$ cat src/rtl/pwm_duty_ramp.sv
// Duty-cycle ramp controller: walks the PWM duty toward a requested target on period boundaries.
// Optional soft-stop ramp-down on en deassertion is compiled in with PWM_RAMP_SOFTSTOP_EN.
module pwm_duty_ramp #(
    parameter int DW    = 8,
    parameter int DIV_W = 8
) (
    input  logic             clk,
    input  logic             rst_n,
    input  logic             en,
    input  logic             cycle_in,
    input  logic             tgt_valid,
    output logic             tgt_ready,
    input  logic [DW-1:0]    tgt_duty,
    input  logic [DW-1:0]    step,
    input  logic [DIV_W-1:0] periods_per_step,
    output logic [DW-1:0]    duty_out,
    output logic             busy,
    output logic             done
);

`ifdef PWM_RAMP_SOFTSTOP_EN
    typedef enum logic [1:0] {IDLE, RAMP, STOP} state_t;
`else
    typedef enum logic [1:0] {IDLE, RAMP} state_t;
`endif

    state_t           state_q, state_d;
    logic [DW-1:0]    duty_q, duty_d;
    logic [DW-1:0]    tgt_q, tgt_d;
    logic [DW-1:0]    step_q, step_d;
    logic [DIV_W-1:0] pps_q, pps_d;
    logic [DIV_W-1:0] cnt_q, cnt_d;
    logic             busy_q, busy_d;
    logic             done_q, done_d;
    logic             ready_q, ready_d;

    logic [DW-1:0]    step_eff;
    logic [DIV_W-1:0] pps_eff;
    logic [DW:0]      diff_up, diff_dn;
    logic [DW-1:0]    ramp_duty;
    logic             accept;

    assign step_eff = (step == '0) ? DW'(1) : step;
    assign pps_eff  = (periods_per_step == '0) ? DIV_W'(1) : periods_per_step;
    assign accept   = tgt_valid && ready_q;

    // Differences carry an extra bit so the clamp never wraps at either end of the range.
    assign diff_up = {1'b0, tgt_q} - {1'b0, duty_q};
    assign diff_dn = {1'b0, duty_q} - {1'b0, tgt_q};

    always_comb begin
        ramp_duty = duty_q;
        if (tgt_q >= duty_q) begin
            ramp_duty = (diff_up <= {1'b0, step_q}) ? tgt_q : duty_q + step_q;
        end else begin
            ramp_duty = (diff_dn <= {1'b0, step_q}) ? tgt_q : duty_q - step_q;
        end
    end

`ifdef PWM_RAMP_SOFTSTOP_EN
    logic [DW-1:0] stop_duty;
    assign stop_duty = ({1'b0, duty_q} <= {1'b0, step_q}) ? '0 : duty_q - step_q;
`endif

    always_comb begin
        state_d = state_q;
        duty_d  = duty_q;
        tgt_d   = tgt_q;
        step_d  = step_q;
        pps_d   = pps_q;
        cnt_d   = cnt_q;
        done_d  = 1'b0;

        case (state_q)
            IDLE: begin
                if (!en) begin
`ifdef PWM_RAMP_SOFTSTOP_EN
                    if (duty_q != '0) begin
                        state_d = STOP;
                        cnt_d   = pps_q;
                    end
`else
                    duty_d = '0;
`endif
                end else if (accept) begin
                    tgt_d  = tgt_duty;
                    step_d = step_eff;
                    pps_d  = pps_eff;
                    cnt_d  = pps_eff;
                    if (tgt_duty == duty_q) begin
                        done_d = 1'b1;
                    end else begin
                        state_d = RAMP;
                    end
                end
            end

            RAMP: begin
                if (!en) begin
`ifdef PWM_RAMP_SOFTSTOP_EN
                    state_d = STOP;
                    cnt_d   = pps_q;
`else
                    state_d = IDLE;
                    duty_d  = '0;
`endif
                end else if (cycle_in) begin
                    if (cnt_q <= DIV_W'(1)) begin
                        duty_d = ramp_duty;
                        cnt_d  = pps_q;
                        if (ramp_duty == tgt_q) begin
                            state_d = IDLE;
                            done_d  = 1'b1;
                        end
                    end else begin
                        cnt_d = cnt_q - DIV_W'(1);
                    end
                end
            end

`ifdef PWM_RAMP_SOFTSTOP_EN
            // Soft stop runs to completion regardless of en and never signals done.
            STOP: begin
                if (duty_q == '0) begin
                    state_d = IDLE;
                end else if (cycle_in) begin
                    if (cnt_q <= DIV_W'(1)) begin
                        duty_d = stop_duty;
                        cnt_d  = pps_q;
                        if (stop_duty == '0) begin
                            state_d = IDLE;
                        end
                    end else begin
                        cnt_d = cnt_q - DIV_W'(1);
                    end
                end
            end
`endif

            default: begin
                state_d = IDLE;
            end
        endcase

        busy_d  = (state_d != IDLE);
        ready_d = (state_d == IDLE) && en;
    end

    // Latched step/period default to 1 so a soft stop before any accept still makes progress.
    always_ff @(posedge clk or negedge rst_n) begin
        if (!rst_n) begin
            state_q <= IDLE;
            duty_q  <= '0;
            tgt_q   <= '0;
            step_q  <= DW'(1);
            pps_q   <= DIV_W'(1);
            cnt_q   <= '0;
            busy_q  <= 1'b0;
            done_q  <= 1'b0;
            ready_q <= 1'b0;
        end else begin
            state_q <= state_d;
            duty_q  <= duty_d;
            tgt_q   <= tgt_d;
            step_q  <= step_d;
            pps_q   <= pps_d;
            cnt_q   <= cnt_d;
            busy_q  <= busy_d;
            done_q  <= done_d;
            ready_q <= ready_d;
        end
    end

    assign duty_out  = duty_q;
    assign busy      = busy_q;
    assign done      = done_q;
    assign tgt_ready = ready_q;

endmodule

$ cat config.mk
export PLATFORM = sky130hd
export DESIGN_NAME = pwm_duty_ramp
export DESIGN_NICKNAME = d
export VERILOG_FILES = /design/src/rtl/pwm_duty_ramp.sv
export SDC_FILE = /design/constraint.sdc
export NUM_CORES = 1
export LEC_CHECK = 0
export ABC_AREA = 1
export CAP_MARGIN = 20
export CORE_MARGIN = 2
export CORE_UTILIZATION = 55
export CTS_BUF_LIST = sky130_fd_sc_hd__clkbuf_4 sky130_fd_sc_hd__clkbuf_8
export CTS_CLUSTER_SIZE = 10
export DETAILED_ROUTE_END_ITERATION = 8
export HOLD_SLACK_MARGIN = 0.08
export PLACE_DENSITY_LB_ADDON = 0.05
export RECOVER_POWER = 50
export SYNTH_ARGS = -nofsm -noshare
export SYNTH_HDL_FRONTEND = slang
export SYNTH_SLANG_ARGS = --single-unit
export TNS_END_PERCENT = 20
$ cat constraint.sdc
create_clock -name clk -period 4 [get_ports clk]
set_input_delay 0.8 -clock clk [delete_from_list [all_inputs] [get_ports clk]]
set_output_delay 0.8 -clock clk [all_outputs]
set_load 0.005 [all_outputs]
### Word level (Yosys, flattened, before mapping)

Index checks and enable logic that the tools add are counted.

* RAM bits: 0
* memories kept: 0
* ROM bits: 0
* register bits after elaboration: 45
* logic and storage cells: 71
* output and inout port bits: 11
* input bits: 29
* bits in latches: 0

* $mul: 0
* div/mod/pow operators: 0
* magnitude comparators: 4
* shifts and indexed selects: 0
* muxes and demuxes: 32
* equality and inequality tests: 10
* add/subtract/negate cells: 5
* reduce and logical (&&, ||, !) cells: 11
* bitwise operators: 0

Operators by type and width (count)
* 8-bit two-way mux: 14
* 8-bit one-hot mux with 2 select lines: 2
* 9-bit by 8-bit less-or-equal comparator with 1-bit output: 2
* 8-bit by 8-bit subtractor with 9-bit output: 2
* 8-bit == test: 2
* 8-bit zero test: 2
* 2-bit two-way mux: 7
* 2-bit != test (second input constant): 5
* 8-bit adder: 1
* 8-bit greater-or-equal comparator: 1
* 8-bit by 1-bit less-or-equal comparator with 1-bit output (second input constant): 1
* 8-bit by 1-bit subtractor with 8-bit output (second input constant): 1
* 8-bit subtractor: 1
* 1-bit two-way mux: 7
* 3-bit != test (second input constant): 2
* 5-bit AND reduction: 1
* 2-bit zero test: 2
* 2-bit one-hot mux with 2 select lines: 1
* 4-bit AND reduction: 1
* 2-bit nonzero test: 2
* 3-bit AND reduction: 1
* 2-bit by 1-bit == test with 1-bit output (second input constant): 1
* 1-bit logical AND: 2
* 1-bit one-hot mux with 2 select lines: 1

### Longest topological paths before layout

* word-level depth: 12
* depth in mapped cells: 29
* gate-level depth less buffers: 27

### Worst setup path before layout

Ideal clock, no wire load.

* path kind: register to register
* start point: register duty_q[1] (netlist: duty_out[1])
* end point: register busy_q (netlist: busy)
* library setup time: 0.119 ns
* buffers on the path: 1
* path slack: 0.694 ns
* clock period less this slack: 3.306 ns
* arrival time: 3.187 ns
* cell stages (with the launch flop): 23
* data required time: 3.881 ns
* cells stage by stage: dfrtp_1 -> inv_1 -> fa_1 -> o21ai_4 -> a31oi_1 -> xor2_1 -> ha_1 -> a21o_1 -> a21oi_1 -> nand2_1 -> nand2_2 -> nand2_4 -> buf_12 -> nand2_4 -> nand2_1 -> nand2_1 -> nand3_1 -> nand2_1 -> nand3_1 -> nor2_1 -> nand2_1 -> nand3_1 -> nand2_1

* word-level cells in the longest chain between the ends: 11
* elaborated cells between the ends (all ways): 21
* classes of those cells: add/sub: 4; order compare: 3; eq/ne: 2; mux: 11; reduce/logical: 1

Ends and longest elaborated chain
* start, declared: line 28 `logic [DW-1:0] duty_q, duty_d;`
* start signal, assigned: line 163 `duty_q <= duty_d;`
* 8-bit by 8-bit subtractor with 9-bit output, on equally long branches: line 49, 48
* 9-bit by 8-bit less-or-equal comparator with 1-bit output, on equally long branches: line 56, 54
* 8-bit two-way mux, on equally long branches: line 56, 54
* 8-bit two-way mux: line 53 `if (tgt_q >= duty_q) begin`
* 8-bit == test: line 111 `if (ramp_duty == tgt_q) begin`
* 2-bit two-way mux: line 111
* 2-bit two-way mux: line 108 `if (cnt_q <= DIV_W'(1)) begin`
* 2-bit two-way mux: line 107 `end else if (cycle_in) begin`
* 2-bit two-way mux: line 99 `if (!en) begin`
* 2-bit one-hot mux with 2 select lines (*): line 74 `case (state_q)`
* 2-bit nonzero test (*): line 145 `busy_d = (state_d != IDLE);`
* via busy_d: line 33 `logic busy_q, busy_d;`
* end signal, assigned: line 168 `busy_q <= busy_d;`
* end, declared: line 33

The timed path passes the listed nets; every way through them passes the cells marked *.
A chain may end at the register's enable or synchronous reset.

### Worst setup path in the final report

* start point: register duty_q[2] (netlist: duty_out[2])
* end point: register state_q[0]

* word-level cells in the longest chain between the ends: 10
* elaborated cells between the ends (all ways): 20
* classes of those cells: add/sub: 4; order compare: 3; eq/ne: 2; mux: 11

Ends and longest elaborated chain
* 8-bit by 8-bit subtractor with 9-bit output, on equally long branches: line 49, 48
* 9-bit by 8-bit less-or-equal comparator with 1-bit output, on equally long branches: line 56, 54
* 8-bit two-way mux, on equally long branches: line 56, 54
* 8-bit two-way mux: line 53
* 8-bit == test: line 111
* 2-bit two-way mux: line 111
* 2-bit two-way mux: line 108
* 2-bit two-way mux: line 107
* 2-bit two-way mux: line 99
* 2-bit one-hot mux with 2 select lines (*): line 74
* via state_d[0]: line 27 `state_t state_q, state_d;`
* end signal, assigned: line 162 `state_q <= state_d;`
* end, declared: line 27

Marks and branches as above.

==> results.md <==
* Clk slew on worst S/H paths at 0.11 ns
* Cell Chain, Critical Path: inv_1 > ha_2 > nand2_1 > o21ai_2 > nand2_1 > nand3_2 > xor2_1 > ha_1 > and3_1 > nand2_1 > nand2_1 > nand2_2 > nand2_4 > nand2_1 > nand2_1 > nand2_1 > nand3_1 > nand2_1 > nand3_1 > nor2_1 > nand2_1 > nand3_1 > nand2_1
* Worst r2r src: duty_out[2]
* Share of cells above drive strength 1 at 9.94%
* Unrepaired setup endpoints after global routing: no
* FP Rows at 32
* GRT overflow at 0
* GRT Total Usage at slightly below 30%
* Clock Latency Late Sink at 0.32 ns
* Setup crit start kind: flip-flop
* Post-Route WL at 12500 um
* Hold path start: pps_q[1]
* Internal power at 0.00116 W
* Net Sw Power at 0.00116 W
* CTS root buffer: clkbuf_8
* Antenna violations before repair at 0
* Die height at ~94 um
* Vias at about 4.3k
* Post-route DRC at 0
* Cts bufs inserted at 5
* Number of global-route vias before repair at approximately 4.1k
* Number of flops mapped to enable cells by yosys at 0
* Worst setup path class: flip-flop to flip-flop
* CTS tree: done
* Post-DRT Antenna Nets at 0
* Sequential share of the synthesized area at 25.3%
* Cell variety after synth at 47
* Fin cells at 756
* DPL Wire Length at roughly 9700 um
* Worst min path class: flip-flop to flip-flop
* Status: finished, violations left
* Routed vias/inst at 5.65
* First-pass GRT wire length at approximately 20000 um
* # Post-CTS Setup Buffers at 0
* Starting DRT DRC Count at 340
* Relative slew slack at -14.9%
* Max IR drop VDD at 0.000332 V
* Synthesis Warnings at 0
* Critical-path maximum fanout at 12
* Period utilization at between 90 and 100%
* Worst hold path endpoint: pps_q[1]
* Clock power share at 13.9%
* Register area at between 0.001 and 0.0015 mm^2
* Routed wire per std cell at 16.5 um
* Family with the most delay on the worst path: simple AND/OR/NAND/NOR gates
* Die ar. at 0.00884 mm^2
* Nets at 733
* FF-to-FF path depth at 23
* Die width at 94.0 um
* Placed inst area at 0.00490 mm^2
* Post-CTS sizing at 1
* Max stage delay on crit path at just under 0.5 ns
* Min cycle time layout at around 3.7 ns
* # clock sinks at 45
* Max cap viols at 1
* Top cells by area, synth: dfrtp_1, nand2_1, ha_1
* Multi-input gate area at between 0.002 and 0.003 mm^2
* Port bufs at 39
* Logic gate share of total power at about three fifths
* Syn Inst Count at 617
* Slew @ Worst Pin at 1.72 ns
* Most frequent cells in the layout: nand2_1, inv_1, nand3_1
* H-tree depth at 2
* Layout fillers at 750
* Register bit total from synthesis at 45
* Commonest non-fill, non-tap cell in the layout: nand2_1
* Final WS setup at 0.301 ns
* Worst path slowest cell: dfrtp_2
* Net Sw Frac at 50.0%
* # IOs at 40
* CP bufs+invs at 1
* Gpl congestion at 0.981
* Initial Util at between 50% and 60%
* Final Skew at 0.0172 ns
* Crit path DAT at 3.91 ns
* R2r endpoint: state_q[0]
* Largest net degree at the start of global routing at 46
* Leak at 2.54 nW
* CP Capture Type: flip-flop
* Final max-slew violation count at 31
* Diode count at 0
* Cells after DPL at 747
* FF-to-FF setup slack at approximately 0.30 ns
* Avg Inst Size Synth at 7.23 um^2
* Final Hold Vio Count at 0
* Setup violators final at 0
* Mapped Area at 0.00446 mm^2
* Critical Path RT at between 4 and 5 ns
* Pwr Density at 463 mW/mm^2
* Flop pwr share at 26.6%
* Final core occ at between 60% and 70%
* Layout area overhead at 12.4%
* Design area at 0.00501 mm^2
* Fraction of registers with async set/reset at 100%
* Leading area contributor after synthesis: dfrtp_1
* CP most frequent cell: nand2_1
* Hold path depth at 2
* Area of the core at about 0.0078 mm^2
* Hold buffer count at cts at 0
* Post-Syn Nets at 697
* DP Worst Slack at -0.0514 ns
* Drt pass-1 iters at 5
* Max Buffers Root-to-Sink at 2
* Fmax at 0.270 GHz
* Synth Flop Type: dfrtp_1
* Post-synth top area share at between 20% and 30%
* Failing checks: capacitance limit, slew limit
[sequential cells by signal, indices dropped and copies added (netlist names)]
name and cells:
pps_q 8, busy 1, step_q 8, duty_out 8, tgt_ready 1, tgt_q 8, state_q 2, cnt_q 8
done 1
[cells in the mapped netlist, drive strengths merged, types with 2 or more instances]
master  number
nor3         4
a21o         3
a22oi        3
xnor2        5
xor2        22
nor4         3
inv         76
nor2        25
fa           4
and3         2
ha          47
a21oi       35
nand2      170
a31oi        7
nand3       64
o21ai       52
o21bai       2
o21a         2
buf         14
nand4       12
dfrtp       43
or2          9
clkbuf       5
dfstp        2
[kinds of logic after synthesis]
logic type               count (synthesis)  synth area share (%)
AND/OR/NAND/NOR                        290                  30.4
adder cells (fa/ha/maj)                 51                  15.0
other                                    1                0.0841
AO/OA/AOI/OAI                          108                  14.4
buffers and inverters                   95                  9.48
XOR/XNOR                                27                  5.30
flip-flops                              45                  25.3
[stage by stage]
| stage | TNS (ns) | hold WS (ns) | power (W) |
|---|---|---|---|
| after floorplan | 0 | 0.437 | 0.00168 |
| after global placement | -0.0264 | 0.453 | 0.00194 |
| after detailed placement | -0.103 | 0.457 | 0.00196 |
| after CTS | 0 | 0.480 | 0.00228 |
| after global routing | 0 | 0.511 | 0.00253 |
| final | 0 | 0.477 | 0.00232 |
[power by group through the flow]
stage / Sequential [W] / Clock, W / Combinational (W)
global route: 0.000627 / 0.000342 / 0.00156
global placement: 0.000620 / 0 / 0.00132
CTS: 0.000613 / 0.000321 / 0.00135
floorplan: 0.000595 / 0 / 0.00109
detailed placement: 0.000621 / 0 / 0.00134
finish: 0.000616 / 0.000322 / 0.00138
[per-layer routing]
metal | routed length [um] | share of wire (%) | global-route usage (%) | vias to the layer above
met5 | 0 | 0 | 0 | -
met4 | 381 | 3.1 | 10.7 | 0
met3 | 715 | 5.7 | 4.09 | 27
met2 | 5310 | 42 | 43.9 | 135
met1 | 6090 | 49 | 43.8 | 2009
li1 | - | - | - | 2100
[final cells by class]
cell class | count | area share, %
clock buffer | 5 | 1.37
clock inverter | 3 | 0.499
inverter | 76 | 5.69
multi-input combinational | 477 | 58.4
sequential | 45 | 22.6
tap | 102 | 2.55
timing repair buffer | 48 | 8.94
[worst min-delay path, stage by stage, from the launching register on]
cell,delay (ns)
dfrtp_1,0.35
nand2_1,0.05
nand2_1,0.05
[worst max path at each step]
stage	start	endpoint	slack [ns]	cells after the start
5_1_grt	duty_out[3]	state_q[0]	0.03	22
3_3_place_gp	duty_out[2]	busy	-0.01	23
2_1_floorplan	duty_out[1]	busy	0.69	22
6_report	duty_out[2]	state_q[0]	0.30	23
3_5_place_dp	duty_out[2]	state_q[0]	-0.05	23
4_1_cts	duty_out[2]	state_q[0]	0.07	23
Note: power is estimated with default switching activity, not from simulation.
